$ cat src/rtl/alu_multiword_seq.sv
// Multi-word sequencer: drives a 16-bit combinational ALU one word per cycle,
// chains the carry between words and assembles a wide result plus flags.
module alu_multiword_seq #(
   parameter int unsigned WORDS = 4
) (
   input  logic                  clk,
   input  logic                  rst_n,
   input  logic                  in_valid,
   output logic                  in_ready,
   input  logic [2:0]            op,
   input  logic [16*WORDS-1:0]   opa,
   input  logic [16*WORDS-1:0]   opb,
   output logic                  out_valid,
   input  logic                  out_ready,
   output logic [16*WORDS-1:0]   res,
   output logic [5:0]            flags,
   output logic [15:0]           alu_a,
   output logic [15:0]           alu_b,
   output logic [4:0]            alu_f,
   output logic                  alu_cin,
   input  logic [15:0]           alu_result,
   input  logic [5:0]            alu_status
);

   localparam int unsigned W  = 16 * WORDS;
   localparam int unsigned CW = (WORDS > 1) ? $clog2(WORDS) : 1;
   localparam logic [CW-1:0] LAST_WORD = CW'(WORDS - 1);

   localparam logic [2:0] OP_ADD = 3'd0;
   localparam logic [2:0] OP_SUB = 3'd1;
   localparam logic [2:0] OP_AND = 3'd2;
   localparam logic [2:0] OP_OR  = 3'd3;
   localparam logic [2:0] OP_XOR = 3'd4;
   localparam logic [2:0] OP_NOT = 3'd5;
   localparam logic [2:0] OP_SHL = 3'd6;
   localparam logic [2:0] OP_SHR = 3'd7;

   localparam logic [4:0] F_ADD = 5'b00100;
   localparam logic [4:0] F_ADC = 5'b00101;
   localparam logic [4:0] F_SUB = 5'b00110;
   localparam logic [4:0] F_SBB = 5'b00111;
   localparam logic [4:0] F_AND = 5'b01000;
   localparam logic [4:0] F_OR  = 5'b01001;
   localparam logic [4:0] F_XOR = 5'b01010;
   localparam logic [4:0] F_NOT = 5'b01011;
   localparam logic [4:0] F_RCL = 5'b10110;
   localparam logic [4:0] F_RCR = 5'b10111;

   typedef enum logic [1:0] {IDLE, RUN, DONE} state_t;

   state_t          state_q, state_nxt;
   logic [2:0]      op_q, op_nxt;
   logic [W-1:0]    opa_q, opa_nxt;
   logic [W-1:0]    opb_q, opb_nxt;
   logic [CW-1:0]   cnt_q, cnt_nxt;
   logic            carry_q, carry_nxt;
   logic            af_q, af_nxt;
   logic [W-1:0]    res_nxt;
   logic [5:0]      flags_nxt;
   logic [15:0]     alu_a_nxt, alu_b_nxt, cur_a;
   logic [4:0]      alu_f_nxt;
   logic            alu_cin_nxt, in_ready_nxt, out_valid_nxt;
   logic            is_arith, last_word;

   // ZF/NF/PF of the narrow ALU are recomputed over the full width instead
   logic            unused_status_c;
   assign unused_status_c = ^{alu_status[4], alu_status[3], alu_status[1]};

   // ALU function code for an op; ADD/SUB use the carry-chained form after word 0
   function automatic logic [4:0] alu_code(input logic [2:0] o, input logic first);
      case (o)
         OP_ADD:  return first ? F_ADD : F_ADC;
         OP_SUB:  return first ? F_SUB : F_SBB;
         OP_AND:  return F_AND;
         OP_OR:   return F_OR;
         OP_XOR:  return F_XOR;
         OP_NOT:  return F_NOT;
         OP_SHL:  return F_RCL;
         default: return F_RCR;
      endcase
   endfunction

   // 16-bit word i of a wide operand
   function automatic logic [15:0] word_of(input logic [W-1:0] v, input logic [CW-1:0] i);
      return v[{i, 4'b0000} +: 16];
   endfunction

   // Next-state, datapath and output logic
   always_comb begin
      state_nxt   = state_q;
      op_nxt      = op_q;
      opa_nxt     = opa_q;
      opb_nxt     = opb_q;
      cnt_nxt     = cnt_q;
      carry_nxt   = carry_q;
      af_nxt      = af_q;
      res_nxt     = res;
      flags_nxt   = flags;
      alu_a_nxt   = alu_a;
      alu_b_nxt   = alu_b;
      alu_f_nxt   = alu_f;
      alu_cin_nxt = alu_cin;
      is_arith    = (op_q == OP_ADD) || (op_q == OP_SUB);
      cur_a       = word_of(opa_q, cnt_q);
      last_word   = 1'b0;

      case (state_q)
         IDLE: begin
            alu_f_nxt = 5'b00000;
            if (in_valid) begin
               op_nxt      = op;
               opa_nxt     = opa;
               opb_nxt     = opb;
               cnt_nxt     = (op == OP_SHR) ? LAST_WORD : '0;
               carry_nxt   = 1'b0;
               af_nxt      = 1'b0;
               alu_a_nxt   = word_of(opa, cnt_nxt);
               alu_b_nxt   = word_of(opb, cnt_nxt);
               alu_f_nxt   = alu_code(op, 1'b1);
               alu_cin_nxt = 1'b0;
               state_nxt   = RUN;
            end
         end
         RUN: begin
            res_nxt[{cnt_q, 4'b0000} +: 16] = alu_result;
            case (op_q)
               OP_ADD, OP_SUB: carry_nxt = alu_status[5];
               OP_SHL:         carry_nxt = cur_a[15];
               OP_SHR:         carry_nxt = cur_a[0];
               default:        carry_nxt = 1'b0;
            endcase
            if (is_arith && (cnt_q == '0)) af_nxt = alu_status[0];
            last_word = (op_q == OP_SHR) ? (cnt_q == '0) : (cnt_q == LAST_WORD);
            if (last_word) begin
               flags_nxt   = {carry_nxt, ~|res_nxt, res_nxt[W-1],
                              is_arith & alu_status[2], ~^res_nxt[7:0], af_nxt};
               alu_a_nxt   = 16'h0000;
               alu_b_nxt   = 16'h0000;
               alu_f_nxt   = 5'b00000;
               alu_cin_nxt = 1'b0;
               state_nxt   = DONE;
            end else begin
               cnt_nxt     = (op_q == OP_SHR) ? cnt_q - CW'(1) : cnt_q + CW'(1);
               alu_a_nxt   = word_of(opa_q, cnt_nxt);
               alu_b_nxt   = word_of(opb_q, cnt_nxt);
               alu_f_nxt   = alu_code(op_q, 1'b0);
               alu_cin_nxt = carry_nxt;
            end
         end
         DONE: begin
            if (out_ready) state_nxt = IDLE;
         end
         default: state_nxt = IDLE;
      endcase

      in_ready_nxt  = (state_nxt == IDLE);
      out_valid_nxt = (state_nxt == DONE);
   end

   // State and output registers
   always_ff @(posedge clk or negedge rst_n) begin
      if (!rst_n) begin
         state_q   <= IDLE;
         op_q      <= 3'd0;
         opa_q     <= '0;
         opb_q     <= '0;
         cnt_q     <= '0;
         carry_q   <= 1'b0;
         af_q      <= 1'b0;
         res       <= '0;
         flags     <= 6'd0;
         alu_a     <= 16'h0000;
         alu_b     <= 16'h0000;
         alu_f     <= 5'b00000;
         alu_cin   <= 1'b0;
         in_ready  <= 1'b1;
         out_valid <= 1'b0;
      end else begin
         state_q   <= state_nxt;
         op_q      <= op_nxt;
         opa_q     <= opa_nxt;
         opb_q     <= opb_nxt;
         cnt_q     <= cnt_nxt;
         carry_q   <= carry_nxt;
         af_q      <= af_nxt;
         res       <= res_nxt;
         flags     <= flags_nxt;
         alu_a     <= alu_a_nxt;
         alu_b     <= alu_b_nxt;
         alu_f     <= alu_f_nxt;
         alu_cin   <= alu_cin_nxt;
         in_ready  <= in_ready_nxt;
         out_valid <= out_valid_nxt;
      end
   end

endmodule

$ cat config.mk
export PLATFORM = sky130hd
export DESIGN_NAME = alu_multiword_seq
export DESIGN_NICKNAME = d
export VERILOG_FILES = /design/src/rtl/alu_multiword_seq.sv
export SDC_FILE = /design/constraint.sdc
export NUM_CORES = 1
export LEC_CHECK = 0
export CORE_ASPECT_RATIO = 0.75
export CORE_MARGIN = 2
export CORE_UTILIZATION = 45
export DETAILED_ROUTE_END_ITERATION = 12
export PLACE_DENSITY = 0.74
export SLEW_MARGIN = 25
export SYNTH_ARGS = -nofsm -noshare
export SYNTH_HDL_FRONTEND = slang
export SYNTH_SLANG_ARGS = --single-unit
$ cat constraint.sdc
create_clock -name clk -period 3.04 [get_ports clk]
set_input_delay 0.912 -clock clk [delete_from_list [all_inputs] [get_ports clk]]
set_output_delay 0.912 -clock clk [all_outputs]
set_load 0.02 [all_outputs]
==> run summary, run 1 <==
FF-to-FF Start: cnt_q[1]$_DFFE_PN0P_
family with the most delay on the worst path: buffers and inverters
Mapped Cells: 1078
Clock Power Share: 0.186
synth-to-layout area growth: 37.7%
TritonCTS Sinks: 246
Final #Nets: 1529
crit end category: output pin
sw power: 6690 uW
H-tree depth: 1
R2R depth: 10
Finish-stage setup viols: 0
Levels on crit path: 1
CTS Hold Bufs: 0
PwrDens: 1130 nW/um2
CTS tree: done
Die ar.: 26000 um2
mapped cell area: 11100 um2
overall routed net length: 31700 um
CP cell instances: clkdlybuf4s50_1
Final Util: 0.635
Total Routing Usage GR: 0.245
input/output buffers: 263
sequential element share of the synthesized area: 0.554
share of layout cells above drive strength 1: 0.102
Clk pin slew, worst setup/hold paths: 60 ps
global route overflow: 0
vias in the first global route: 9244
Die Ht: 140 um
CTS max path bufs: 3
Pleak: 0.00728 uW
Final Critical Period: 2540 ps
Worst Max-Slew Pin Slew: 950 ps
crit start category: register
Setup Skew: 11.4 ps
crit path from: in_ready$_DFF_PN1_
slew margin rel.: 0.362
cts repair resizes: 0
Post-CTS Setup Bufs: 0
Worst path slowest cell: clkdlybuf4s50_1
ANT nets after route: 0
Final Max Slew Viols: 0
CP peak stage delay: 590 ps
Fin. Hold Viols: 0
detailed placement HPWL: 22500 um
Worst Hold Class: in2async
Required @ worst endpoint: 2130 ps
die width: 185 um
Initial DRC Count: 584
CP arrival: 1620 ps
Peak Freq: 394 MHz
status: finished, final reports clean
number of synthesized register bits: 246
placed cell count: 1663
post-DR wirelength/cell: 18.5 um
MaxCap Viol Count: 0
RSZ-0062 raised after global routing: false
cell chosen for the clock root: clkbuf_16
first-pass GRT wire length: 50300 um
Setup TNS: 0 ps
DRC: 0
Buf/Inv on CP: 1
most frequent cells in the layout: nand2_1 (429), clkdlybuf4s50_1 (262), dfrtp_1 (245)
Final Cycle Share: 0.834
I/O Pins: 267
switch share: 0.386
pin count of the biggest net entering global routing: 84
RePlAce Congestion: 0.868
Synthesis Warnings: 0
worst vdd ir: 0.544 mV
Critical Path Fanout Max: 1
Sequential Power Share: 0.333
Synth cell types: 51
Initial Utilization: 0.461
TritonRoute pass-1 iters: 5
vias: 9247
syn nets: 1247
Syn Area/Cell: 10.3 um2
DR vias/cell: 5.40
ys async rst share: 1.00
antenna violations before repair: 4
ys flop type: dfrtp_1
Site Rows: 49
Post-synth EDFFs: 0
clk_lat worst skew: 530 ps
Core Box Area: 24100 um2
Post-Layout Cell Count: 1712
Combinational Power Share: 0.481
most common cell after layout, fill and taps aside: nand2_1
CTS buffer count: 26
cell internal pwr: 10700 uW
critical path class: reg2out
==> path summary, 6_finish.rpt <==
kind                                         endpoint  slack [ps]
worst min-delay path             opb_q[9]$_DFFE_PN0P_         290
max in group asynchronous       opa_q[51]$_DFFE_PN0P_        1920
worst min register to register  opa_q[22]$_DFFE_PN0P_         470
worst max register to register   flags[4]$_DFFE_PN0P_         500
min in group clk                opa_q[22]$_DFFE_PN0P_         470
worst max-delay path                         in_ready         500
==> registers in the layout, indices dropped and copies added (netlist names), 2 cells and up <==
signal / count
opa_q: 64
opb_q: 64
res: 64
alu_a: 16
alu_b: 16
flags: 6
alu_f: 5
op_q: 3
cnt_q: 2
state_q: 2
==> worst register-to-register path: cells and delay by family (launching register included) <==
family | cells | cell delay [ps]
fa+ha+maj | 2 | 610
simple gates | 5 | 740
compound gates | 2 | 480
flops | 1 | 480
buf+inv | 1 | 140
==> cell type report <==
cell class / count / area, um2
diodes: 3 / 7.51
repair buffers: 317 / 3160
multi-input cells: 762 / 4670
flip-flops and latches: 246 / 6160
clock buffers: 41 / 788
inverters: 7 / 26.3
clock inverters: 5 / 78.8
well taps: 331 / 414
fillers: 1875 / 8790
==> cells by family after synthesis <==
| group | after synthesis | share of synthesized area |
|---|---|---|
| and+or+nand+nor | 522 | 0.189 |
| xor gates and xnor gates | 6 | 0.00642 |
| DFF | 246 | 0.554 |
| AOI/OAI and AO/OA | 154 | 0.109 |
| adders and majority gates | 12 | 0.0135 |
| buffers and inverters | 70 | 0.0286 |
| muxes | 68 | 0.0998 |
==> routing by layer <==
metal | GRT usage | share of wire | up-vias
met5 | 0 | 0.00041 | -
met4 | 0.0585 | 0.021 | 2
met3 | 0.0588 | 0.087 | 56
met2 | 0.368 | 0.45 | 370
met1 | 0.362 | 0.45 | 4533
li1 | - | - | 4286
==> power groups by stage <==
stage	Sequential [uW]	Clock (uW)	Combinational [uW]
6_report	5780	3230	8330
4_1_cts	5760	3290	8380
5_1_grt	5940	3420	9100
2_1_floorplan	6180	0	4700
3_5_place_dp	5780	0	8380
3_3_place_gp	5740	0	8170
==> stage by stage <==
stage	power (uW)	hold slack, ps	worst slack [ps]	instance area (um2)
floorplan	10900	440	182	11100
global placement	13900	452	198	14400
detailed placement	14200	457	205	14400
CTS	17400	302	476	15300
global route	18500	311	299	15300
finish	17300	295	505	15300
==> cell usage after synthesis, types with 2 or more instances <==
| cell | instances | area [um2] |
|---|---|---|
| mux2_2 | 2 | 22.5 |
| clkbuf_1 | 35 | 131 |
| mux2i_1 | 32 | 320 |
| o31ai_1 | 2 | 15.0 |
| nand4bb_1 | 2 | 22.5 |
| nor2_1 | 44 | 165 |
| xnor2_1 | 3 | 26.3 |
| ha_1 | 12 | 150 |
| inv_1 | 5 | 18.8 |
| nor4_1 | 15 | 93.8 |
| mux4_2 | 34 | 766 |
| a221o_1 | 32 | 320 |
| o21ai_0 | 24 | 120 |
| buf_2 | 23 | 115 |
| buf_6 | 3 | 33.8 |
| nand2_1 | 429 | 1610 |
| nand2b_1 | 3 | 18.8 |
| a21oi_1 | 21 | 105 |
| nand3_1 | 3 | 15.0 |
| xor2_1 | 2 | 17.5 |
| a31oi_1 | 4 | 25.0 |
| nor3_1 | 9 | 45.0 |
| a32oi_1 | 2 | 17.5 |
| a22o_1 | 55 | 482 |
| nor2b_1 | 11 | 68.8 |
| o32ai_1 | 2 | 17.5 |
| dfrtp_1 | 245 | 6130 |
Note: power is estimated with default switching activity, not from simulation.
==> run 2, diff against run 1 <==
clock period = 2.1 ns   (was 3.04 ns; I/O delays follow)
==> run 2 against run 1 <==
  * Critical endpoint is now flags[4]$_DFFE_PN0P_
  * Largest cell class unchanged
  * Die area did not move
  * The flow now finishes with violations (setup timing)
  * Critical path type is now reg2reg
  * Clock skew down 5.3 ps
  * Setup slack worse by 530 ps
  * Global-route usage increased by 0.98 points
  * Largest power group unchanged
  * Register-to-register slack got worse by 530 ps
  * Highest routed layer is now met4
  * Clock power rose by 40%
==> run summary, run 2 (synthesized netlist as in run 1, its figures left out) <==
status: complete, but fails checks
failing checks: setup timing
detailed placement HPWL: 23300 um
Core Box Area: 24100 um2
Finish-stage setup viols: 1
DR vias/cell: 5.43
Die ar.: 26000 um2
I/O Pins: 267
CP arrival: 2550 ps
slew margin rel.: 0.591
Setup Skew: 6.12 ps
family with the most delay on the worst path: simple AND/OR/NAND/NOR gates
TritonRoute pass-1 iters: 5
Final Critical Period: 2120 ps
TritonCTS Sinks: 246
switch share: 0.397
vias: 9531
CP peak stage delay: 420 ps
Die Ht: 140 um
Sequential Power Share: 0.325
PwrDens: 1620 nW/um2
overall routed net length: 33100 um
global route overflow: 0
critical path class: reg2reg
most frequent cells in the layout: nand2_1 (429), dfrtp_1 (244), clkdlybuf4s50_1 (152)
Total Routing Usage GR: 0.255
Site Rows: 49
Clock Power Share: 0.179
CTS tree: done
MaxCap Viol Count: 0
ANT nets after route: 0
crit end category: register
sw power: 10100 uW
Worst path slowest cell: dfrtp_2
design area: 15700 um2
crit path from: cnt_q[0]$_DFFE_PN0P_
placed cell count: 1707
cell internal pwr: 15300 uW
antenna violations before repair: 0
DRC: 0
vias in the first global route: 9544
Post-Layout Cell Count: 1755
RePlAce Congestion: 0.876
die width: 185 um
Clk pin slew, worst setup/hold paths: 60 ps
worst vdd ir: 0.703 mV
cell chosen for the clock root: clkbuf_16
Worst Max-Slew Pin Slew: 612 ps
fillers: 1919
Worst Hold Class: in2async
CP cell instances: buf_4, ha_1, and4b_1, a21oi_1, nor4b_2, nand3_1, o31ai_1
synth-to-layout area growth: 41.4%
H-tree depth: 1
CTS Hold Bufs: 0
Initial Utilization: 0.461
Fin. Hold Viols: 0
pin count of the biggest net entering global routing: 56
Ant. Diodes: 0
Final Max Slew Viols: 0
Critical Path Fanout Max: 15
Required @ worst endpoint: 2530 ps
Largest regs: opa_q (64), opb_q (64), res (64)
input/output buffers: 263
Buf/Inv on CP: 1
first-pass GRT wire length: 52000 um
Initial DRC Count: 708
share of layout cells above drive strength 1: 0.149
Pleak: 0.00795 uW
dpl cell area: 14900 um2
Combinational Power Share: 0.496
Peak Freq: 471 MHz
RSZ-0062 raised after global routing: true
crit start category: register
Final Cycle Share: 1.01
clk_lat worst skew: 520 ps
post-DR wirelength/cell: 18.9 um
Final #Nets: 1574
most common cell after layout, fill and taps aside: nand2_1
worst setup margin: -21.9 ps
CTS max path bufs: 3
CTS buffer count: 25
FF-to-FF Start: cnt_q[0]$_DFFE_PN0P_
## run 2: metrics by stage
step	hold slack [ps]	TNS [ps]	power, uW	util	setup slack (ps)
after floorplan	334	-2970	15900	-	-161
after global placement	451	-18470	20800	0.618	-320
after detailed placement	456	-17010	21100	0.618	-296
after CTS	19.0	0	25200	0.648	12.7
after global routing	34.3	-156	27000	0.652	-93.1
final	28.0	-21.9	25400	0.652	-21.9
## run 2: per-layer routing
| layer | vias to the layer above | GRT usage | share of wire |
|---|---|---|---|
| met4 | 0 | 0.0710 | 0.024 |
| met3 | 58 | 0.0512 | 0.077 |
| met1 | 4717 | 0.382 | 0.45 |
| met5 | - | 0 | 0 |
| li1 | 4389 | - | - |
| met2 | 367 | 0.378 | 0.44 |
## run 2: path summary, 6_finish.rpt
kind | to | slack [ps] | depth (start not counted)
worst max-delay path | flags[4]$_DFFE_PN0P_ | -20 | 7
worst min-delay path | opb_q[20]$_DFFE_PN0P_ | 30 | 1
worst max register to register | flags[4]$_DFFE_PN0P_ | -20 | 7
worst min register to register | opb_q[48]$_DFFE_PN0P_ | 470 | 2
max in group asynchronous | in_ready$_DFF_PN1_ | 1450 | 2
min in group clk | opb_q[48]$_DFFE_PN0P_ | 470 | 2
## run 2: repair_timing
item	CTS	global route
endpoints found under the setup margin	128	35
setup buffers	0	1
endpoints found under the hold margin	0	0
resized for setup	114	14
gates cloned	0	1
pin swaps	0	2
## run 2: power by group through the flow
stage / sequential [uW] / combinational, uW / clock [uW]
floorplan: 8940 / 6990 / 0
CTS: 8220 / 12400 / 4610
global route: 8490 / 13700 / 4810
finish: 8240 / 12600 / 4530
detailed placement: 8290 / 12800 / 0
global placement: 8220 / 12600 / 0
## run 2: final cells by class
| class | instances | area (um2) | share of cell area |
|---|---|---|---|
| inverters | 7 | 31.3 | 0.00199 |
| well taps | 331 | 414 | 0.0264 |
| repair buffers | 363 | 3470 | 0.221 |
| clock buffers | 31 | 668 | 0.0425 |
| multi-input cells | 762 | 4800 | 0.306 |
| flip-flops and latches | 246 | 6160 | 0.392 |
| clock inverters | 15 | 165 | 0.0105 |
## run 2: worst register-to-register path, delay by kind of cell (launching register included)
family	cells	cell delay, ps
and+or+nand+nor	3	630
AOI/OAI and AO/OA	2	540
DFF	1	420
adders and majority gates	1	230
buffers and inverters	1	210
==> run 3, diff against run 2 <==
SETUP_SLACK_MARGIN = 0.5   (was default)
==> run 3 against run 2 <==
  * The run still ends with setup timing left
  * Largest power group unchanged
  * Utilization increased by 10 points
  * Clock power increased by 16%
  * Non-clock buffer count grew 126
  * Critical path depth unchanged
  * Critical endpoint is now alu_b[0]$_DFFE_PN0P_
  * Worst hold slack improved by 9.9 ps
==> run summary, run 3 (synthesized netlist as in run 1, its figures left out) <==
Ant. Diodes: 0
Required @ worst endpoint: 2500 ps
slew margin rel.: 0.606
Pleak: 0.00903 uW
share of layout cells above drive strength 1: 0.367
R2R depth: 7
Die Ht: 140 um
Setup Skew: 7.49 ps
H-tree depth: 1
Final Cycle Share: 1.02
crit path from: cnt_q[1]$_DFFE_PN0P_
worst setup margin: -34.3 ps
ANT nets after route: 0
CTS tree: done
detailed placement HPWL: 24000 um
cell chosen for the clock root: clkbuf_16
synth-to-layout area growth: 63.8%
antenna violations before repair: 1
Site Rows: 49
clk_lat worst skew: 530 ps
status: complete, but fails checks
pin count of the biggest net entering global routing: 61
Die ar.: 26000 um2
vias: 10500
I/O Pins: 267
register-to-register setup slack: -30 ps
Finish-stage setup viols: 1
Initial Utilization: 0.461
TritonRoute pass-1 iters: 5
total power: 31600 uW
CTS buffer count: 26
CP arrival: 2530 ps
most frequent cells in the layout: nand2_1 (322), dfrtp_1 (241), buf_4 (167)
CTS max path bufs: 3
Clk pin slew, worst setup/hold paths: 60 ps
DP Worst Slack: -320 ps
Final #Nets: 1702
Final Critical Period: 2130 ps
Worst Max-Slew Pin Slew: 590 ps
first-pass GRT wire length: 55600 um
most common cell after layout, fill and taps aside: nand2_1
MaxCap Viol Count: 0
global route overflow: 0
DRC: 0
failing checks: setup timing
vias in the first global route: 10100
DR vias/cell: 5.59
Total Routing Usage GR: 0.274
TritonCTS Sinks: 246
crit end category: register
Initial DRC Count: 789
input/output buffers: 263
Critical Path Fanout Max: 6
worst vdd ir: 0.928 mV
RePlAce Congestion: 0.896
post-DR wirelength/cell: 21.0 um
fillers: 1526
Final Max Slew Viols: 0
PwrDens: 1740 nW/um2
Core Box Area: 24100 um2
FF-to-FF Start: cnt_q[1]$_DFFE_PN0P_
Peak Freq: 469 MHz
Worst Hold Class: in2async
die width: 185 um
Largest regs: opa_q (64), opb_q (64), res (64)
crit start category: register
critical path class: reg2reg
Fin. Hold Viols: 0
Final Hold Slack: 37.8 ps
overall routed net length: 39600 um
RSZ-0062 raised after global routing: true
FF-to-FF End: alu_b[0]$_DFFE_PN0P_
end of the critical path: alu_b[0]$_DFFE_PN0P_
-- run 3: how the worst min path moves through the flow --
stage	start	end	slack (ps)	cells after the start
final	rst_n	alu_b[4]$_DFFE_PN0P_	40	1
after global routing	rst_n	alu_b[4]$_DFFE_PN0P_	60	1
after CTS	rst_n	alu_b[5]$_DFFE_PN0P_	50	1
after detailed placement	opb_q[55]$_DFFE_PN0P_	opb_q[55]$_DFFE_PN0P_	460	2
after global placement	opb_q[59]$_DFFE_PN0P_	opb_q[59]$_DFFE_PN0P_	450	2
after floorplan	rst_n	af_q$_DFFE_PN0P_	330	0
-- run 3: what timing repair did --
item | 4_1_cts | 5_1_grt
gates resized for setup | 687 | 195
endpoints found under the setup margin | 344 | 350
setup buffers | 84 | 16
pin swaps | 11 | 116
hold buffers | 0 | 0
cloned | 4 | 22
-- run 3: area by class of cell --
class	instances	area [um2]	area share
clock inverters	8	196	0.0108
flip-flops and latches	246	6160	0.339
clock buffers	37	783	0.0430
inverters	7	33.8	0.00186
multi-input cells	763	5410	0.297
well taps	331	414	0.0228
repair buffers	489	5190	0.285
-- run 3: worst max-delay path, cell delays in order (launching register included) --
cell and delay [ps]:
dfrtp_1 400, inv_2 140, buf_6 140, xnor2_4 150, buf_12 170, buf_12 130
mux4_2 530, a221o_1 350
-- run 3: per-stage QoR --
stage	setup TNS (ps)	utilization	area, um2	std cells
after global routing	-324	0.755	18200	1881
after floorplan	-2960	-	11300	1078
final	-34.3	0.755	18200	1881
after detailed placement	-13100	0.621	15000	1710
after CTS	0	0.702	16900	1843
after global placement	-15080	0.621	15000	1710
-- run 3: report_power, final --
part / internal, uW / leakage [uW] / switching (uW) / total, uW
combinational: 9200 / 0.00544 / 8710 / 17900
clock: 3320 / 0.000476 / 1950 / 5270
sequential: 6920 / 0.00312 / 1530 / 8450
-- run 3: metal layers --
layer  up-vias  track usage  part of all wire
met1      5253        0.399              0.43
li1       4646            -                 -
met4         2       0.0727             0.029
met2       535        0.422              0.46
met5         -            0           0.00035
met3        88       0.0538             0.085
